==> config.mk <==
export PLATFORM = sky130hd
export DESIGN_NAME = morse_code_decoder
export DESIGN_NICKNAME = d
export VERILOG_FILES = /design/src/rtl/morse_code_decoder.sv
export SDC_FILE = /design/constraint.sdc
export NUM_CORES = 1
export LEC_CHECK = 0
export CORE_MARGIN = 2
export CORE_UTILIZATION = 30
export CTS_BUF_LIST = sky130_fd_sc_hd__clkbuf_4 sky130_fd_sc_hd__clkbuf_8
export DETAILED_ROUTE_END_ITERATION = 6
export GPL_ROUTABILITY_DRIVEN = 0
export PLACE_DENSITY = 0.49
export SETUP_SLACK_MARGIN = 0.3
export SLEW_MARGIN = 25
export SYNTH_ARGS = -nofsm -noshare
export SYNTH_HDL_FRONTEND = slang
export SYNTH_SLANG_ARGS = --single-unit
export TNS_END_PERCENT = 5
==> constraint.sdc <==
create_clock -name clk -period 3 [get_ports clk]
set_input_delay 0.3 -clock clk [delete_from_list [all_inputs] [get_ports clk]]
set_output_delay 0.3 -clock clk [all_outputs]
set_load 0.005 [all_outputs]
==> src/rtl/morse_code_decoder.sv <==
// Morse receive path: synchronizes and debounces a keyed input, times marks and
// gaps, and emits one ASCII byte per character (plus a space per word gap).
module morse_code_decoder #(
  parameter int unsigned UNIT_CYCLES     = 600000,
  parameter int unsigned DEBOUNCE_CYCLES = 1000
) (
  input  logic       clk,
  input  logic       rst,
  input  logic       morse_in,
  output logic [7:0] char_data,
  output logic       char_strb,
  output logic       decode_err
);

  localparam int unsigned CW = $clog2(8 * UNIT_CYCLES + 1);
  localparam int unsigned DW = (DEBOUNCE_CYCLES > 1) ? $clog2(DEBOUNCE_CYCLES) : 1;

  localparam logic [CW-1:0] CNT_MAX  = CW'(8 * UNIT_CYCLES);
  localparam logic [CW-1:0] CHAR_GAP = CW'(2 * UNIT_CYCLES);
  localparam logic [CW-1:0] WORD_GAP = CW'(5 * UNIT_CYCLES);
  localparam logic [CW-1:0] DAH_MIN  = CW'(2 * UNIT_CYCLES - 1);
  localparam logic [DW-1:0] DB_LAST  = DW'(DEBOUNCE_CYCLES - 1);

  typedef enum logic [1:0] {IDLE, MARK, GAP} state_t;

  state_t          state, state_nxt;
  logic            sync1, sync2;
  logic            lvl;
  logic [DW-1:0]   db_cnt;
  logic [CW-1:0]   cnt;
  logic [5:0]      pat, pat_nxt;
  logic [2:0]      elem_cnt, elem_cnt_nxt;
  logic            ovf, ovf_nxt;
  logic            word_pend, word_pend_nxt;
  logic            chg, rise, fall;
  logic            emit, emit_err;
  logic [7:0]      emit_char;
  logic            elem_dah;
  logic [7:0]      lut_char;
  logic            lut_err;

  // chg marks the cycle in which lvl is about to flip, so cnt still holds the
  // length of the interval that is ending (length = cnt + 1).
  assign chg  = (sync2 != lvl) && (db_cnt == DB_LAST);
  assign rise = chg && !lvl;
  assign fall = chg && lvl;

  always_ff @(posedge clk) begin
    if (rst) begin
      sync1  <= 1'b0;
      sync2  <= 1'b0;
      lvl    <= 1'b0;
      db_cnt <= '0;
      cnt    <= '0;
    end else begin
      sync1 <= morse_in;
      sync2 <= sync1;
      if (sync2 != lvl) begin
        if (db_cnt == DB_LAST) begin
          lvl    <= sync2;
          db_cnt <= '0;
        end else begin
          db_cnt <= db_cnt + DW'(1);
        end
      end else begin
        db_cnt <= '0;
      end
      if (chg)
        cnt <= '0;
      else if (cnt != CNT_MAX)
        cnt <= cnt + CW'(1);
    end
  end

  always_comb begin
    lut_char = 8'h3F;
    lut_err  = 1'b1;
    if (!ovf) begin
      lut_err = 1'b0;
      case ({elem_cnt, pat})
        {3'd2, 6'b000010}: lut_char = 8'h41; // A
        {3'd4, 6'b000001}: lut_char = 8'h42; // B
        {3'd4, 6'b000101}: lut_char = 8'h43; // C
        {3'd3, 6'b000001}: lut_char = 8'h44; // D
        {3'd1, 6'b000000}: lut_char = 8'h45; // E
        {3'd4, 6'b000100}: lut_char = 8'h46; // F
        {3'd3, 6'b000011}: lut_char = 8'h47; // G
        {3'd4, 6'b000000}: lut_char = 8'h48; // H
        {3'd2, 6'b000000}: lut_char = 8'h49; // I
        {3'd4, 6'b001110}: lut_char = 8'h4A; // J
        {3'd3, 6'b000101}: lut_char = 8'h4B; // K
        {3'd4, 6'b000010}: lut_char = 8'h4C; // L
        {3'd2, 6'b000011}: lut_char = 8'h4D; // M
        {3'd2, 6'b000001}: lut_char = 8'h4E; // N
        {3'd3, 6'b000111}: lut_char = 8'h4F; // O
        {3'd4, 6'b000110}: lut_char = 8'h50; // P
        {3'd4, 6'b001011}: lut_char = 8'h51; // Q
        {3'd3, 6'b000010}: lut_char = 8'h52; // R
        {3'd3, 6'b000000}: lut_char = 8'h53; // S
        {3'd1, 6'b000001}: lut_char = 8'h54; // T
        {3'd3, 6'b000100}: lut_char = 8'h55; // U
        {3'd4, 6'b001000}: lut_char = 8'h56; // V
        {3'd3, 6'b000110}: lut_char = 8'h57; // W
        {3'd4, 6'b001001}: lut_char = 8'h58; // X
        {3'd4, 6'b001101}: lut_char = 8'h59; // Y
        {3'd4, 6'b000011}: lut_char = 8'h5A; // Z
        {3'd5, 6'b011111}: lut_char = 8'h30; // 0
        {3'd5, 6'b011110}: lut_char = 8'h31; // 1
        {3'd5, 6'b011100}: lut_char = 8'h32; // 2
        {3'd5, 6'b011000}: lut_char = 8'h33; // 3
        {3'd5, 6'b010000}: lut_char = 8'h34; // 4
        {3'd5, 6'b000000}: lut_char = 8'h35; // 5
        {3'd5, 6'b000001}: lut_char = 8'h36; // 6
        {3'd5, 6'b000011}: lut_char = 8'h37; // 7
        {3'd5, 6'b000111}: lut_char = 8'h38; // 8
        {3'd5, 6'b001111}: lut_char = 8'h39; // 9
        default: begin
          lut_char = 8'h3F;
          lut_err  = 1'b1;
        end
      endcase
    end
  end

  always_comb begin
    state_nxt     = state;
    pat_nxt       = pat;
    elem_cnt_nxt  = elem_cnt;
    ovf_nxt       = ovf;
    word_pend_nxt = word_pend;
    emit          = 1'b0;
    emit_char     = 8'h00;
    emit_err      = 1'b0;
    elem_dah      = (cnt >= DAH_MIN);
    case (state)
      IDLE: begin
        if (word_pend && cnt == WORD_GAP) begin
          emit          = 1'b1;
          emit_char     = 8'h20;
          word_pend_nxt = 1'b0;
        end
        if (rise)
          state_nxt = MARK;
      end
      MARK: begin
        if (fall) begin
          if (elem_cnt < 3'd6) begin
            pat_nxt      = pat | (6'(elem_dah) << elem_cnt);
            elem_cnt_nxt = elem_cnt + 3'd1;
          end else begin
            ovf_nxt = 1'b1;
          end
          state_nxt = GAP;
        end
      end
      GAP: begin
        // A rise on the threshold cycle starts a fresh character after emission.
        if (cnt == CHAR_GAP) begin
          emit          = 1'b1;
          emit_char     = lut_char;
          emit_err      = lut_err;
          pat_nxt       = '0;
          elem_cnt_nxt  = '0;
          ovf_nxt       = 1'b0;
          word_pend_nxt = 1'b1;
          state_nxt     = rise ? MARK : IDLE;
        end else if (rise) begin
          state_nxt = MARK;
        end
      end
      default: state_nxt = IDLE;
    endcase
  end

  always_ff @(posedge clk) begin
    if (rst) begin
      state      <= IDLE;
      pat        <= '0;
      elem_cnt   <= '0;
      ovf        <= 1'b0;
      word_pend  <= 1'b0;
      char_data  <= 8'h00;
      char_strb  <= 1'b0;
      decode_err <= 1'b0;
    end else begin
      state      <= state_nxt;
      pat        <= pat_nxt;
      elem_cnt   <= elem_cnt_nxt;
      ovf        <= ovf_nxt;
      word_pend  <= word_pend_nxt;
      char_strb  <= emit;
      decode_err <= emit && emit_err;
      if (emit)
        char_data <= emit_char;
    end
  end

endmodule

# Yosys cells after proc, flatten, opt, wreduce, memory -nomap -nowiden
# Index checks and enable logic that the tools add are counted.
# totals
out_inout_bits	10
inputBits	3
wordCells	117
regBits	59
# classes
bitwise	2
shifts	1
n_eq_ne	48
mux	32
n_lt_le_gt_ge	2
add_sub_neg	3
n_reduce_logical	16
# ops
cell	n
$pmux 7 s36	1
$eq 9x9->1 const B	22
$eq 9x8->1 const B	12
$reduce_or 36->1	1
$mux 6	4
$add 23x1->23 const B	1
$eq 23x21->1 const B	1
$eq 23x22->1 const B	1
$ge 23x21->1 const B	1
$ne 23x23->1 const B	1
$eq 9x7->1 const B	2
$pmux 8 s2	1
$mux 1	12
$pmux 6 s2	1
$add 10x1->10 const B	1
$eq 10x10->1 const B	1
$ne 2x2->1 const B	5
$mux 3	3
$mux 8	1
$reduce_and 4->1	2
$mux 7	1
$mux 2	3
$or 6x6->6	1
$pmux 1 s2	3
17 further kinds	22

# Longest topological paths before layout
# Gate-level depths: netlist (run 1).
# depth
ltp_word	7
depth_mapped	10
depth_no_buf	9

# Worst setup path before layout (run 1)
# No wires, ideal clock.
# synth_timing
kind	flip-flop to flip-flop
start	reg elem_cnt[0]
end	reg char_data[0]
arrival_time_ns	2.170
required_time_ns	2.883
setup_time_ns	0.117
period_less_slack_ns	2.287
path_stages_with_launch	10
path_slack_ns	0.713
path_buffers	0
path_cell_list	dfxtp_1 > inv_1 > ha_1 > or4b_1 > or3_1 > a21oi_2 > nor3_2 > a41oi_4 > nand4_1 > a22o_1
# synth_between
elab_chain_len	5
elab_cells_between_ends	40
cone_classes	36 x eq/ne; 4 x mux
# synth_lines
element	line_no	rtl
start: declaration	32	logic [2:0] elem_cnt, elem_cnt_nxt;
start signal: assignment	188	elem_cnt <= elem_cnt_nxt;
$eq 9x9->1, or another cell as far along	80	case ({elem_cnt, pat})
$pmux 7 s36 (*)	80	
$mux 7 (*)	78	if (!ovf) begin
$mux 8 (*)	158	if (cnt == CHAR_GAP) begin
$pmux 8 s2 (*)	135	case (state)
end signal: assignment	194	char_data <= emit_char;
end: declaration	10	output logic [7:0] char_data,
# Every way passes the cells marked *; elsewhere a longest branch is shown, timed or not.
# A chain may end at the register's enable or synchronous reset.

# Worst setup path in the final report (run 1)
# Ends and elaborated chain as after synthesis.

==> impl_metrics.yaml, run 1 <==
run_status:
  status: "complete, no violations"
sta:
  min_period_ns: 2.489
  fin_skew_ns: 0.004401
  tns_ns: 0
  final_max_slew_viol_count: 0
  maxSlewHeadroom: 0.3967
  worst_pin_slew_ns: 0.8822
  period_share: 0.8295
  clock.fmax_mhz: 401.8
  rsz0062_at_grt: "no"
  fin_ws_ns: 0.5114
  setup_viol: 0
  finalHoldViolations: 0
global_routing:
  grt_pass1_vias: 2896
  grt-busiest-layer: "met2"
  grt_util_met1: 0.1872
  overflow: 0
  grt_pass1_wl_mm: 13.58
  antenna_found_initial: 0
  grt_util_met2: 0.2169
  grt_max_degree: 24
  use_met3: 0.04149
  track_usage: 0.1434
die:
  dieArea_sq_um: 12040
  die_w_um: 109.7
  ios: 13
  dieHeight_um: 109.7
  rows: 38
  core_area_sq_um: 10890
  start_util: 0.3080
synthesis:
  synth_nets: 436
  synthMuxAreaShare: 0.006343
  syn_inst: 426
  async_flop_share: 0
  ys_warn_count: 0
  ys_seq_area_frac: 0.3463
  synth_area_sq_um: 3353
  synth-simple-area-share: 0.3582
  avgSynthCellArea_sq_um: 7.871
  synth_xor_area_frac: 0.08097
  yosysUniqueCellTypes: 65
  synth-adder-area-share: 0.02612
  synth-main-ff-cell: "dfxtp_1"
  synth_seq_cells: 58
  synth_edf_count: 0
  synth_compound_area_frac: 0.1425
  synth_top_family_by_area: "simple AND/OR/NAND/NOR gates"
power_and_ir_drop:
  swShare: 0.2151
  ir_worst_vdd_mv: 0.3749
  power_leakage_nw: 1.312
  power_frac_seq: 0.508
  internal_power_w: 0.001205
  power.switching_w: 0.0003303
  powerDensity_nw_per_um2: 404.8
  power_frac_clock: 0.467
  p_comb_frac: 0.025
min_path:
  hold_class: "register to register"
clock_network:
  postCtsSetupBuffers: 0
  cts_tree: "done"
  hold_buffers: 0
  ctsResizeCount: 0
  clk_latency_ns: 0.34
  htree_num_levels: 3
  clk_pin_slew_worst_paths_ns: 0.06
  clkSinkCount: 58
  clockBufferDepth: 2
  numCtsBuffers: 9
  root_buffer: "clkbuf_8"
drt:
  drt-pass1-iter-count: 4
  vias: 3020
  viasPerCell: 5.243
  drt_iter0_markers: 169
  drtAntennaViolNets: 0
  route.detailed.drc: 0
  wl_per_cell_um: 13.72
  finalWirelength_mm: 7.904
final_layout:
  layout-drive-gt1-share: 0.07110
  layout_commonest_cell: "nor2_1"
  final_cell_mix: "nor2_1, dfxtp_1, nand2_1"
  syn_to_final_growth_pct: 13.13
  num-nets-final: 443
  num_antenna_cells: 0
setup_path:
  critical_path_arrival_ns: 2.72
  critical_path_class: "register to register"
  worstSetupEndpointType: "register"
  required_ns: 3.24
  crit_path_start_kind: "register"
  path_max_fanout: 6
run:
  max_cap_viol_count: 0
place:
  hpwl_mm: 5.814
  post-place-ws_ns: 0.5182
  portBuffers: 11
sequential cells by signal, indices dropped and copies added (netlist names):
signal / count
char_data: 7
char_strb: 1
cnt: 23
db_cnt: 10
decode_err: 1
elem_cnt: 3
lvl: 1
ovf: 1
pat: 6
state: 2
sync1: 1
sync2: 1
word_pend: 1
path summary, 6_finish.rpt:
check | startpoint | end | slack (ns) | cells after the start
worst max register to register | elem_cnt[0] | char_data[0] | 0.51 | 9
worst min register to register | sync1 | sync2 | 0.44 | 1
worst min-delay path | sync1 | sync2 | 0.44 | 1
worst max-delay path | elem_cnt[0] | char_data[0] | 0.51 | 9
through the flow:
stage               total power (W)  instance area [sq um]  hold slack [ns]  utilization  instances
floorplan                 0.0008246                   3353           0.4138            -        426
global placement          0.0008353                   3596           0.4193       0.3303        562
finish                     0.001536                   3794           0.4391       0.3484        576
detailed placement        0.0008365                   3596           0.4312       0.3303        562
global route               0.001605                   3794           0.4566       0.3484        576
CTS                        0.001567                   3787           0.4406       0.3479        576
logic make-up after synthesis:
group | count (synthesis)
xor+xnor | 31
mux | 2
other cells | 1
buf+inv | 31
fa+ha+maj | 7
compound gates | 69
flops | 58
simple gates | 227
power by group through the flow:
| stage | clock (W) | sequential [W] | combinational [W] |
|---|---|---|---|
| floorplan | 0 | 0.000797 | 0.0000278 |
| global placement | 0 | 0.000798 | 0.0000373 |
| detailed placement | 0 | 0.000798 | 0.0000383 |
| CTS | 0.000747 | 0.000781 | 0.0000387 |
| global route | 0.000780 | 0.000781 | 0.0000442 |
| finish | 0.000717 | 0.000781 | 0.0000377 |
worst max-delay path, stage by stage (launching register included):
cell and delay (ns):
dfxtp_1 0.36, inv_1 0.15, ha_1 0.24, or4b_1 0.49, or3_1 0.34, a21oi_2 0.13
nor3_2 0.09, a41oi_4 0.26, nand4_1 0.12, a22o_1 0.21
routing by layer:
layer,vias up,routed length [um],part of all wire
met1,1427,3927,0.50
met4,0,189,0.024
met5,-,0,0
li1,1532,-,-
met2,47,3491,0.44
met3,14,295,0.037
synth_stat cells, types with 3 or more instances:
cell type  instances  area [sq um]
nor2_1            64         240.2
a31oi_1            4         25.02
nor3_1            11         55.05
and3_1             5         31.28
a22oi_1            3         22.52
buf_2              7         35.03
nor4_1             6         37.54
and3b_1            4         35.03
nand3b_1           4         30.03
o21ai_0           16         80.08
nor4bb_1           4         40.04
ha_1               7         87.58
xor2_1            21         183.9
a21oi_1           17         85.08
dfxtp_1           58          1161
nor2b_1           14         87.58
nand4_1           12         75.07
or3_1              6         37.54
nand3_1           30         150.1
a22o_1             4         35.03
xnor2_1           10         87.58
inv_1              9         33.78
clkbuf_1          10         37.54
buf_1              4         15.01
nand2_1           43         161.4
nand2b_1           4         25.02
final cells by class:
cell class | count | area [sq um]
sequential | 58 | 1161
multi-input combinational | 337 | 2069
fill | 1157 | 7094
inverter | 9 | 33.78
tap | 140 | 175.2
timing repair buffer | 18 | 162.7
clock inverter | 3 | 40.04
clock buffer | 11 | 151.4
Note: power is estimated with default switching activity, not from simulation.
==> run 2, diff against run 1 <==
==> constraint.sdc (replaced) <==
create_clock -name clk -period 2.52 [get_ports clk]
set_input_delay 0.252 -clock clk [delete_from_list [all_inputs] [get_ports clk]]
set_output_delay 0.252 -clock clk [all_outputs]
set_load 0.005 [all_outputs]
==> impl_metrics.yaml, run 2 (synthesis gave the netlist of run 1 again) <==
run_status:
  status: "complete, no violations"
final_layout:
  num-nets-final: 466
  top_regs: "cnt (23), db_cnt (10), char_data (7)"
  fillers: 1145
  regMostFlops: "cnt"
  layout_commonest_cell: "nor2_1"
  layout-drive-gt1-share: 0.1844
  syn_to_final_growth_pct: 22.69
  final_cell_mix: "nor2_1, dfxtp_1, nand2_1"
  largest_reg_flops: 23
  num_antenna_cells: 0
setup_path:
  critical_path_arrival_ns: 2.48
  crit_chain: "inv_1, ha_2, and3_1, a21oi_2, and3b_2, nor4b_4, a41oi_4, and4_1, a211oi_2"
  path_max_fanout: 5
  worstSetupEndpointType: "register"
  crit_path_start_kind: "register"
  required_ns: 2.79
  cp_slowest_stage_delay_ns: 0.38
  critical_path_class: "register to register"
  rrSetupSlack_ns: 0.31
  cp_slowest_cell: "dfxtp_4"
die:
  dieArea_sq_um: 12040
  ios: 13
  core_area_sq_um: 10890
  start_util: 0.3080
  die_w_um: 109.7
  rows: 38
  dieHeight_um: 109.7
clock_network:
  numCtsBuffers: 9
  clk_latency_ns: 0.35
  clk_pin_slew_worst_paths_ns: 0.06
  root_buffer: "clkbuf_8"
  clkSinkCount: 58
  htree_num_levels: 3
  clockBufferDepth: 2
  cts_tree: "done"
  hold_buffers: 0
sta:
  min_period_ns: 2.207
  setup_viol: 0
  period_share: 0.8757
  rsz0062_at_grt: "yes"
  clock.fmax_mhz: 453.2
  tns_ns: 0
  maxSlewHeadroom: 0.6481
  finalHoldViolations: 0
  final_max_slew_viol_count: 0
  fin_skew_ns: 0.006706
  worst_pin_slew_ns: 0.5267
global_routing:
  antenna_found_initial: 0
  overflow: 0
  track_usage: 0.1510
  grt_max_degree: 24
  grt_pass1_vias: 2834
  grt_util_met1: 0.2167
  grt-busiest-layer: "met1"
  grt_pass1_wl_mm: 14.22
  grt_util_met2: 0.2134
  use_met3: 0.04031
place:
  portBuffers: 11
  hpwl_mm: 6.001
min_path:
  hold_class: "register to register"
drt:
  wl_per_cell_um: 13.98
  route.detailed.drc: 0
  drtAntennaViolNets: 0
  vias: 3110
  viasPerCell: 5.175
  drt-pass1-iter-count: 4
  finalWirelength_mm: 8.400
  drt_iter0_markers: 150
power_and_ir_drop:
  power_leakage_nw: 1.463
  powerDensity_nw_per_um2: 449.5
  total_power_w: 0.001849
  ir_worst_vdd_mv: 0.2064
run:
  max_cap_viol_count: 0
-- run 2: cell count changes in the layout (fill, tap and decap cells not counted), moves of 2 or more --
cell / delta
dfxtp_1: -10
dfxtp_4: +2
dfxtp_2: +8
buf_4: +23
ha_1: -2
nor3_1: -2
clkinv_4: +2
-- run 2: repair_timing --
| item | in CTS | in global routing |
|---|---|---|
| endpoints found under the setup margin | 11 | 15 |
| endpoints found under the hold margin | 0 | 0 |
| gates resized for setup | 11 | 27 |
| gates cloned | 0 | 0 |
| pin swaps | 4 | 12 |
| buffers inserted | 3 | 5 |
-- run 2: stage by stage --
step             util  hold WS (ns)  std cells  setup WS [ns]  cell area (sq um)
2_1_floorplan       -        0.3802        426         0.2969               3371
3_3_place_gp   0.3422        0.4252        577         0.1353               3726
3_5_place_dp   0.3422        0.4302        577        0.02723               3726
4_1_cts        0.3653        0.4453        596         0.2784               3978
5_1_grt        0.3778        0.4630        601         0.1849               4114
6_report       0.3778        0.4408        601         0.3132               4114
-- run 2: where the power goes --
group	internal, W	switching, W	leakage (nW)
sequential	0.000921	0.00000644	0.473
combinational	0.0000180	0.0000296	0.884
clock	0.000491	0.000383	0.106
-- run 2: final cells by class --
cell class | instances | area (sq um) | share of cell area
Sequential cell | 58 | 1179 | 0.2865
Timing Repair Buffer | 41 | 335.3 | 0.08151
Multi-Input combinational cell | 337 | 2187 | 0.5316
Inverter | 9 | 38.79 | 0.009428
Clock buffer | 11 | 145.1 | 0.03528
Clock inverter | 5 | 53.80 | 0.01308
Tap cell | 140 | 175.2 | 0.04258
-- run 2: routing by layer --
| layer | wire length (um) | vias to the layer above |
|---|---|---|
| li1 | - | 1582 |
| met1 | 4323 | 1457 |
| met2 | 3648 | 58 |
| met3 | 291 | 13 |
| met4 | 136 | 0 |
| met5 | 0 | - |
-- run 2: final timing paths --
check,startpoint,endpoint,cells past startpoint
max reg2reg,elem_cnt[1],char_data[3],9
max,elem_cnt[1],char_data[3],9
min reg2reg,sync1,sync2,1
min,sync1,sync2,1
-- run 2: worst max-delay path, delay by kind of cell, from the launching register on --
| family | cells | cell delay, ns |
|---|---|---|
| compound gates | 3 | 0.48 |
| fa+ha+maj | 1 | 0.20 |
| buf+inv | 1 | 0.08 |
| simple gates | 4 | 0.98 |
| flops | 1 | 0.38 |
